[src/rtl/lcd_timing_pkg.sv]
// lcd_timing_pkg
//   Shared definitions for the serial-RGB LCD driver: default panel timing,
//   derived line/frame totals, the RGB888 pixel type, the byte-phase enum
//   and a byte-select helper used by the serialiser.
//   No ports (package).
package lcd_timing_pkg;

    // Default panel timing. Horizontal values are in dot clocks except
    // H_ACTIVE_DEF, which is in pixels; each pixel takes three dot clocks.
    localparam int H_ACTIVE_DEF = 320;
    localparam int H_FP_DEF     = 80;
    localparam int H_SYNC_DEF   = 60;
    localparam int H_BP_DEF     = 180;
    localparam int V_ACTIVE_DEF = 240;
    localparam int V_FP_DEF     = 4;
    localparam int V_SYNC_DEF   = 1;
    localparam int V_BP_DEF     = 17;

    localparam int H_TOT_DEF = 3 * H_ACTIVE_DEF + H_FP_DEF + H_SYNC_DEF + H_BP_DEF;
    localparam int V_TOT_DEF = V_ACTIVE_DEF + V_FP_DEF + V_SYNC_DEF + V_BP_DEF;

    typedef struct packed {
        logic [7:0] r;
        logic [7:0] g;
        logic [7:0] b;
    } rgb888_t;

    // Byte index within a pixel slot.
    typedef enum logic [1:0] {
        PH_R = 2'd0,
        PH_G = 2'd1,
        PH_B = 2'd2
    } phase_t;

    // Component select: 0 = R, 1 = G, anything else = B.
    function automatic logic [7:0] rgb_byte(input rgb888_t px, input logic [1:0] idx);
        case (idx)
            2'd0:    return px.r;
            2'd1:    return px.g;
            default: return px.b;
        endcase
    endfunction

endpackage

[src/rtl/lcd_rgb_serialiser.sv]
// lcd_rgb_serialiser
//   Holds the pixel captured at the start of a slot and selects the byte for
//   the current phase. On the load cycle the byte comes straight from the
//   incoming pixel so the first byte needs no extra register stage; the
//   remaining bytes come from the holding register.
//   Optional build macro LCD_LINE_ROTATE_EN adds a per-line rotation input
//   that shifts the byte order (R,G,B / G,B,R / B,R,G).
// Ports:
//   clk, reset  - dot clock, synchronous active-high reset
//   phase       - byte index within the pixel slot
//   load        - capture strobe (first byte of a slot)
//   pixel       - pixel to capture on load
//   rot         - (LCD_LINE_ROTATE_EN only) line rotation 0..2
//   data        - selected byte, combinational
module lcd_rgb_serialiser
    import lcd_timing_pkg::*;
(
    input  logic       clk,
    input  logic       reset,
    input  phase_t     phase,
    input  logic       load,
    input  rgb888_t    pixel,
`ifdef LCD_LINE_ROTATE_EN
    input  logic [1:0] rot,
`endif
    output logic [7:0] data
);

    rgb888_t    hold;
    logic [1:0] sel;
`ifdef LCD_LINE_ROTATE_EN
    logic [2:0] sum;
`endif

    always_ff @(posedge clk) begin
        if (reset) begin
            hold <= '0;
        end else if (load) begin
            hold <= pixel;
        end
    end

    always_comb begin
        sel = phase;
`ifdef LCD_LINE_ROTATE_EN
        // (phase + rot) mod 3; both operands are at most 2.
        sum = {1'b0, phase} + {1'b0, rot};
        sel = (sum >= 3'd3) ? 2'(sum - 3'd3) : sum[1:0];
`endif
        data = load ? rgb_byte(pixel, sel) : rgb_byte(hold, sel);
    end

endmodule

[src/rtl/lcd_serial_rgb_driver.sv]
// lcd_serial_rgb_driver
//   Timing generator and pixel serialiser for an 8-bit serial-RGB LCD.
//   Horizontal/vertical counters run continuously; each active pixel is
//   sent as three dot clocks (R, G, B). All panel outputs are registered,
//   so outputs in cycle N+1 reflect the counters in cycle N.
//   Optional build macro LCD_LINE_ROTATE_EN rotates the byte order per line
//   (line%3 == 0: R,G,B; 1: G,B,R; 2: B,R,G).
//
//   Upstream handshake: pix_ready is a combinational decode of the counters
//   (active region, first byte of a slot). A transfer happens in any cycle
//   with pix_valid && pix_ready. If pix_ready is high and pix_valid is low,
//   UNDERFLOW_RGB is sent instead and the sticky underflow flag is set.
//   No pixel is taken while pix_ready is low.
// Ports:
//   clk, reset   - dot clock, synchronous active-high reset
//   pix_rgb      - upstream pixel {R,G,B}
//   pix_valid    - upstream pixel valid
//   pix_ready    - block takes a pixel this cycle
//   frame_start  - one-cycle pulse with the first active byte of a frame
//   lcd_dat      - serial RGB byte (0 outside active bytes)
//   lcd_hsync    - active-low horizontal sync
//   lcd_vsync    - active-low vertical sync
//   lcd_den      - data enable
//   underflow    - sticky, set when a needed pixel was not valid
module lcd_serial_rgb_driver
    import lcd_timing_pkg::*;
#(
    parameter int          H_ACTIVE      = H_ACTIVE_DEF,
    parameter int          H_FP          = H_FP_DEF,
    parameter int          H_SYNC        = H_SYNC_DEF,
    parameter int          H_BP          = H_BP_DEF,
    parameter int          V_ACTIVE      = V_ACTIVE_DEF,
    parameter int          V_FP          = V_FP_DEF,
    parameter int          V_SYNC        = V_SYNC_DEF,
    parameter int          V_BP          = V_BP_DEF,
    parameter logic [23:0] UNDERFLOW_RGB = 24'h000000
)(
    input  logic        clk,
    input  logic        reset,
    input  logic [23:0] pix_rgb,
    input  logic        pix_valid,
    output logic        pix_ready,
    output logic        frame_start,
    output logic [7:0]  lcd_dat,
    output logic        lcd_hsync,
    output logic        lcd_vsync,
    output logic        lcd_den,
    output logic        underflow
);

    localparam int H_A   = 3 * H_ACTIVE;
    localparam int H_TOT = H_A + H_FP + H_SYNC + H_BP;
    localparam int V_TOT = V_ACTIVE + V_FP + V_SYNC + V_BP;
    localparam int HW    = $clog2(H_TOT);
    localparam int VW    = $clog2(V_TOT);

    localparam logic [HW-1:0] H_LAST   = HW'(H_TOT - 1);
    localparam logic [HW-1:0] H_ACT    = HW'(H_A);
    localparam logic [HW-1:0] HS_START = HW'(H_A + H_FP);
    localparam logic [HW-1:0] HS_END   = HW'(H_A + H_FP + H_SYNC);
    localparam logic [VW-1:0] V_LAST   = VW'(V_TOT - 1);
    localparam logic [VW-1:0] V_ACT    = VW'(V_ACTIVE);
    localparam logic [VW-1:0] VS_START = VW'(V_ACTIVE + V_FP);
    localparam logic [VW-1:0] VS_END   = VW'(V_ACTIVE + V_FP + V_SYNC);

    logic [HW-1:0] hcount, hcount_next;
    logic [VW-1:0] vcount, vcount_next;
    phase_t        phase, phase_next;
`ifdef LCD_LINE_ROTATE_EN
    logic [1:0]    rot, rot_next;
`endif

    logic          active;
    logic          hsync_on;
    logic          vsync_on;
    rgb888_t       pixel;
    logic [7:0]    ser_byte;

    // State register: counters, byte phase and (optionally) line rotation.
    always_ff @(posedge clk) begin
        if (reset) begin
            hcount <= '0;
            vcount <= '0;
            phase  <= PH_R;
`ifdef LCD_LINE_ROTATE_EN
            rot    <= '0;
`endif
        end else begin
            hcount <= hcount_next;
            vcount <= vcount_next;
            phase  <= phase_next;
`ifdef LCD_LINE_ROTATE_EN
            rot    <= rot_next;
`endif
        end
    end

    // Next-state logic. Phase is forced back to R at the start of every line
    // because the line total need not be a multiple of three.
    always_comb begin
        hcount_next = hcount + 1'b1;
        vcount_next = vcount;
        case (phase)
            PH_R:    phase_next = PH_G;
            PH_G:    phase_next = PH_B;
            default: phase_next = PH_R;
        endcase
`ifdef LCD_LINE_ROTATE_EN
        rot_next = rot;
`endif
        if (hcount == H_LAST) begin
            hcount_next = '0;
            phase_next  = PH_R;
            vcount_next = (vcount == V_LAST) ? '0 : vcount + 1'b1;
`ifdef LCD_LINE_ROTATE_EN
            // Tracks vcount % 3; cleared at frame wrap so line 0 is always R,G,B.
            if (vcount == V_LAST || rot == 2'd2) begin
                rot_next = '0;
            end else begin
                rot_next = rot + 1'b1;
            end
`endif
        end
    end

    // Output decode from the current counters.
    always_comb begin
        active    = (hcount < H_ACT) && (vcount < V_ACT);
        pix_ready = active && (phase == PH_R) && !reset;
        pixel     = pix_valid ? pix_rgb : UNDERFLOW_RGB;
        hsync_on  = (hcount >= HS_START) && (hcount < HS_END);
        vsync_on  = (vcount >= VS_START) && (vcount < VS_END);
    end

    lcd_rgb_serialiser u_ser (
        .clk   (clk),
        .reset (reset),
        .phase (phase),
        .load  (pix_ready),
        .pixel (pixel),
`ifdef LCD_LINE_ROTATE_EN
        .rot   (rot),
`endif
        .data  (ser_byte)
    );

    // Single output register stage.
    always_ff @(posedge clk) begin
        if (reset) begin
            lcd_dat     <= 8'h00;
            lcd_hsync   <= 1'b1;
            lcd_vsync   <= 1'b1;
            lcd_den     <= 1'b0;
            frame_start <= 1'b0;
            underflow   <= 1'b0;
        end else begin
            lcd_dat     <= active ? ser_byte : 8'h00;
            lcd_hsync   <= !hsync_on;
            lcd_vsync   <= !vsync_on;
            lcd_den     <= active;
            frame_start <= (hcount == '0) && (vcount == '0);
            if (pix_ready && !pix_valid) begin
                underflow <= 1'b1;
            end
        end
    end

endmodule

[config.mk]
export PLATFORM = sky130hd
export DESIGN_NAME = lcd_serial_rgb_driver
export DESIGN_NICKNAME = d
export VERILOG_FILES = /design/src/rtl/lcd_timing_pkg.sv /design/src/rtl/lcd_rgb_serialiser.sv /design/src/rtl/lcd_serial_rgb_driver.sv
export SDC_FILE = /design/constraint.sdc
export NUM_CORES = 1
export LEC_CHECK = 0
export BUFFER_PORTS_ARGS = -buffer_cell sky130_fd_sc_hd__buf_2
export CELL_PAD_IN_SITES_DETAIL_PLACEMENT = 1
export CELL_PAD_IN_SITES_GLOBAL_PLACEMENT = 2
export CORE_MARGIN = 2
export CORE_UTILIZATION = 28
export DETAILED_ROUTE_END_ITERATION = 10
export PLACE_DENSITY_LB_ADDON = 0.1
export RECOVER_POWER = 25
export SLEW_MARGIN = 20
export SYNTH_ARGS = -nofsm -noshare
export SYNTH_HDL_FRONTEND = slang
export SYNTH_SLANG_ARGS = --single-unit
[constraint.sdc]
create_clock -name clk -period 2.1 [get_ports clk]
set_clock_uncertainty 0.2 [all_clocks]
set_input_delay 0.42 -clock clk [delete_from_list [all_inputs] [get_ports clk]]
set_output_delay 0.42 -clock clk [all_outputs]
set_load 0.05 [all_outputs]
== Word-level counts from Yosys, hierarchy flattened ==
Index checks and enable logic that the tools add are counted.

* Add/sub/neg operators: 2
* Magnitude comparators: 6
* Equality and inequality tests: 3
* Multiplexer cells: 6
* Bitwise logic cells: 1
* Reduce and logical (&&, ||, !) cells: 16

{| class="wikitable"
|+ Operators with widths
! operator !! number
|-
| $pmux 8 s2 || 2
|-
| $mux 24 || 1
|-
| $lt 9x8->1 const B || 2
|-
| $add 11x1->11 const B || 1
|-
| $eq 11x11->1 const B || 1
|-
| $ge 11x11->1 const B || 1
|-
| $logic_not 11->1 || 1
|-
| $lt 11x10->1 const B || 1
|-
| $lt 11x11->1 const B || 1
|-
| $add 9x1->9 const B || 1
|-
| $eq 9x9->1 const B || 1
|-
| $ge 9x8->1 const B || 1
|-
| $logic_not 9->1 || 1
|-
| $mux 9 || 1
|-
| $mux 8 || 1
|-
| $logic_and 1x1->1 || 7
|-
| $logic_not 1->1 || 4
|-
| $pmux 2 s2 || 1
|-
| $reduce_or 2->1 || 2
|-
| $eq 2x1->1 const B || 1
|-
| $logic_not 2->1 || 1
|-
| $not 1->1 || 1
|}

* Register bits after elaboration: 59
* Bits of input ports: 27
* Output and inout port bits: 14
* Word-level logic and storage cells: 46

== Longest topological paths before layout ==
* Word-level depth: 5
* Depth in mapped cells: 7
* Depth with buffers taken out: 5

== Modules after synthesis ==
Synthesis repeated with hierarchy kept, for this count alone.

* Cells, all modules: 290
* Area total of the unflattened synthesis: 2736.4 sq um

{| class="wikitable"
|+ By module, submodules not included
! module !! times used !! cells each !! area each (sq um) !! sequential area each (sq um)
|-
| lcd_serial_rgb_driver || 1 || 192 || 1641.6 || 700.7
|-
| lcd_rgb_serialiser || 1 || 98 || 1094.8 || 480.5
|}

== Worst setup path before layout ==
OpenSTA, ideal clock, no wires.

* Path kind: register to register
* Start: reg hcount[8]
* End: reg vcount[3]
* Setup time: 0.071 ns
* Data arrival time: 1.705 ns
* Required time: 1.829 ns
* Slack: 0.124 ns
* Stages on the path, launching flop included: 6
* Path buffers: 1
* Clock period less this slack: 1.976 ns
* Cell sequence: dfxtp_1 -> or3b_4 -> or3_1 -> clkbuf_2 -> or3_1 -> a21oi_1

* Cells in the longest elaborated chain, start to end: 1

{| class="wikitable"
|+ Ends and longest elaborated chain
! item !! line !! source
|-
| start: declaration || lcd_serial_rgb_driver.sv:66 || <nowiki>logic [HW-1:0] hcount, hcount_next;</nowiki>
|-
| start signal: assignment || lcd_serial_rgb_driver.sv:89 || <nowiki>hcount <= hcount_next;</nowiki>
|-
| $eq 11x11->1 || lcd_serial_rgb_driver.sv:111 || <nowiki>if (hcount == H_LAST) begin</nowiki>
|-
| end signal: assignment || lcd_serial_rgb_driver.sv:90 || <nowiki>vcount <= vcount_next;</nowiki>
|-
| end: declaration || lcd_serial_rgb_driver.sv:67 || <nowiki>logic [VW-1:0] vcount, vcount_next;</nowiki>
|}

Every way passes these cells.
A chain may end at the register's enable or synchronous reset.

== Worst setup path in the final report ==
* Start: reg hcount[10]
* End: reg vcount[5]

The elaborated chain is that of the path after synthesis.

==> impl_metrics.tcl <==
set metrics [dict create \
    antenna_found_initial 0 \
    power_frac_seq 0.544 \
    synth-edff-count 0 \
    fmax_mhz 496 \
    required_ns 2.14 \
    num_vias 2022 \
    slew_headroom 0.586 \
    clock-sinks 51 \
    synth-seq-cells 51 \
    clockRootBuffer "clkbuf_8" \
    r2r-end "vcount[5]$_SDFFE_PP0N_" \
    hold_viol 0 \
    hp-start "pix_rgb[3]" \
    arrival_ns 2.05 \
    drv_cap 0 \
    nets 354 \
    finalCritPeriodShare 0.960 \
    gp_congestion 0.766 \
    vias_per_cell 4.76 \
    path_max_fanout 9 \
    post-synth-top-count-cell "dfxtp_1" \
    startpoint_type "register" \
    end_kind "register" \
    numCtsBuffers 5 \
    fin_crit_ns 2.02 \
    async_reset_ff_frac 0 \
    grtUsageTotal 0.149 \
    ant_nets 0 \
    area_growth_pct 23.2 \
    yosysWarningCount 0 \
    ys_top_cells_by_area "dfxtp_1 (46%), a21oi_1 (8.6%), nand2_1 (5.6%)" \
    dp_slack_ns -0.0173 \
    whs_endpoint "u_ser.hold[3]$_SDFFE_PP0P_" \
    post_synth.cell_area_avg_um2 8.15 \
    intPower_uw 1330 \
    cts_setup_buffers 0 \
    start_util 0.286 \
    power_frac_clock 0.327 \
    synth_largest_area_cell "dfxtp_1" \
    p_per_area_mw_per_mm2 690 \
    rows 32 \
    p_switching_uw 543 \
    grt_pass1_vias 2016 \
    worstSetupPathType "register to register" \
    grt_max_degree 25 \
    io_buffers 40 \
    worstMarginPinSlew_ns 0.624 \
    grt-ovfl-total 0 \
    htreeDepth 2 \
    die_area_mm2 0.00858 \
    core_area_mm2 0.00769 \
    cts_tree "built" \
    syn_inst 270 \
    clk_pin_slew_ns 0.11 \
    drt_iter0_drc 32 \
    yosys-top-cells-count "dfxtp_1 (51), a21oi_1 (38), nand2_1 (33)" \
    dr.pass1.iters 4 \
    r2r_cells 4 \
    wl_per_cell_um 14.5 \
    route.detailed.drc 0 \
    pwr-share-comb 0.129 \
    min_path_type "primary input to register" \
    r2r_slack_ns 0.08 \
    synthDistinctLibCells 38 \
    setup_viol 0 \
    tns_ns 0 \
    routed_wl_um 6170 \
    leakagePower_uw 0.000995 \
    p_sw_frac 0.290 \
    synth_top_area_frac 0.464 \
    drive_above_1_share 0.214 \
    synth_flop_cell "dfxtp_1" \
    synth-seq-area-share 0.464 \
    reg2reg_from "hcount[10]$_SDFF_PP0_" \
    die-height_um 92.6 \
    status "complete, no violations" \
    grt_pass1_wl_um 9990 \
    clockBufferDepth 2 \
    die_w_um 92.6 \
    diodes 0 \
    min_path_cells 3 \
    dp_hpwl_um 4490 \
    slew_viol_final 0 \
    ir_worst_vdd_mv 0.255 \
    ioPinCount 41 \
    rsz0062_at_grt "false" \
    clk_latency_ns 0.31 \
    syn_nets 302 \
    setup_slack_ns 0.0842 \
    synth_area_mm2 0.00220 \
]
==> placed cells by master, fill, tap and decap left out, drive strengths merged, types with 2 or more instances in the layout <==
master   n
dfxtp   51
buf     48
a21oi   38
nand2   33
nor2    28
nand3   25
clkbuf  19
inv     12
nand3b  10
nand4    8
xnor2    8
nor3     6
o21ai    6
nor4     5
ha       5
or3      4
o31ai    2
and3     2
==> critical path, cell delays in order, from the launching register on <==
cell and delay [ns]:
dfxtp_1 0.39, or3b_4 0.40, or3_4 0.44, or3_1 0.36, a21oi_1 0.15
==> stage by stage <==
step | utilization | total power (uW) | std cells | hold slack [ns] | instance area [um2]
finish | 0.353 | 1870 | 425 | 0.152 | 2710
CTS | 0.352 | 1900 | 425 | 0.140 | 2700
detailed placement | 0.339 | 1290 | 417 | 0.251 | 2610
global placement | 0.339 | 1290 | 417 | 0.243 | 2610
global route | 0.353 | 1960 | 425 | 0.145 | 2710
floorplan | - | 1200 | 270 | 0.233 | 2200
==> flip-flops by register name (all words and copies together) (netlist names) <==
name,count
lcd_hsync,1
frame_start,1
lcd_dat,8
vcount,9
lcd_vsync,1
underflow,1
hcount,11
lcd_den,1
u_ser.hold,16
phase,2
==> cell type report <==
cell class / count / area (um2)
Clock buffer: 5 / 68.8
Clock inverter: 3 / 26.3
Fill cell: 972 / 4980
Inverter: 10 / 37.5
Multi-Input combinational cell: 192 / 1060
Sequential cell: 51 / 1030
Tap cell: 102 / 128
Timing Repair Buffer: 62 / 360
==> worst max-delay path by stage <==
stage          depth (start not counted)                endpoint                   from
2_1_floorplan                          5  vcount[3]$_SDFFE_PP0N_   hcount[8]$_SDFF_PP0_
3_3_place_gp                           4  vcount[2]$_SDFFE_PP0N_  hcount[10]$_SDFF_PP0_
3_5_place_dp                           4  vcount[2]$_SDFFE_PP0N_  hcount[10]$_SDFF_PP0_
4_1_cts                                4  vcount[5]$_SDFFE_PP0N_  hcount[10]$_SDFF_PP0_
5_1_grt                                5               pix_ready   hcount[8]$_SDFF_PP0_
6_report                               4  vcount[5]$_SDFFE_PP0N_  hcount[10]$_SDFF_PP0_
==> timing repair <==
item / CTS / global route
pin swaps: 0 / 2
hold buffers: 0 / 0
endpoints found under the setup margin: 5 / 7
resized for setup: 2 / 9
==> power groups by stage <==
stage | Sequential (uW) | Clock (uW) | Combinational, uW
global placement | 1040 | 0 | 247
finish | 1020 | 612 | 241
floorplan | 1080 | 0 | 118
global route | 1020 | 675 | 268
detailed placement | 1040 | 0 | 248
CTS | 1020 | 637 | 250
==> kinds of logic (layout without fill, tap and decap cells) <==
family                   after synthesis  count (layout)  synth area share
AO/OA/AOI/OAI                         50              50             0.122
XOR/XNOR                               9               9            0.0358
adder cells (fa/ha/maj)                5               5            0.0284
buffers and inverters                 27              80            0.0569
flip-flops                            51              51             0.464
multiplexers                           1               1           0.00455
AND/OR/NAND/NOR                      127             127             0.288
==> layer usage <==
layer	vias to the layer above	track usage	wire length [um]
met5	-	0	0
met4	0	0.0355	61
met3	5	0.0325	239
met2	35	0.266	3050
met1	948	0.182	2820
li1	1034	-	-
Power figures use the tool's default switching activity.
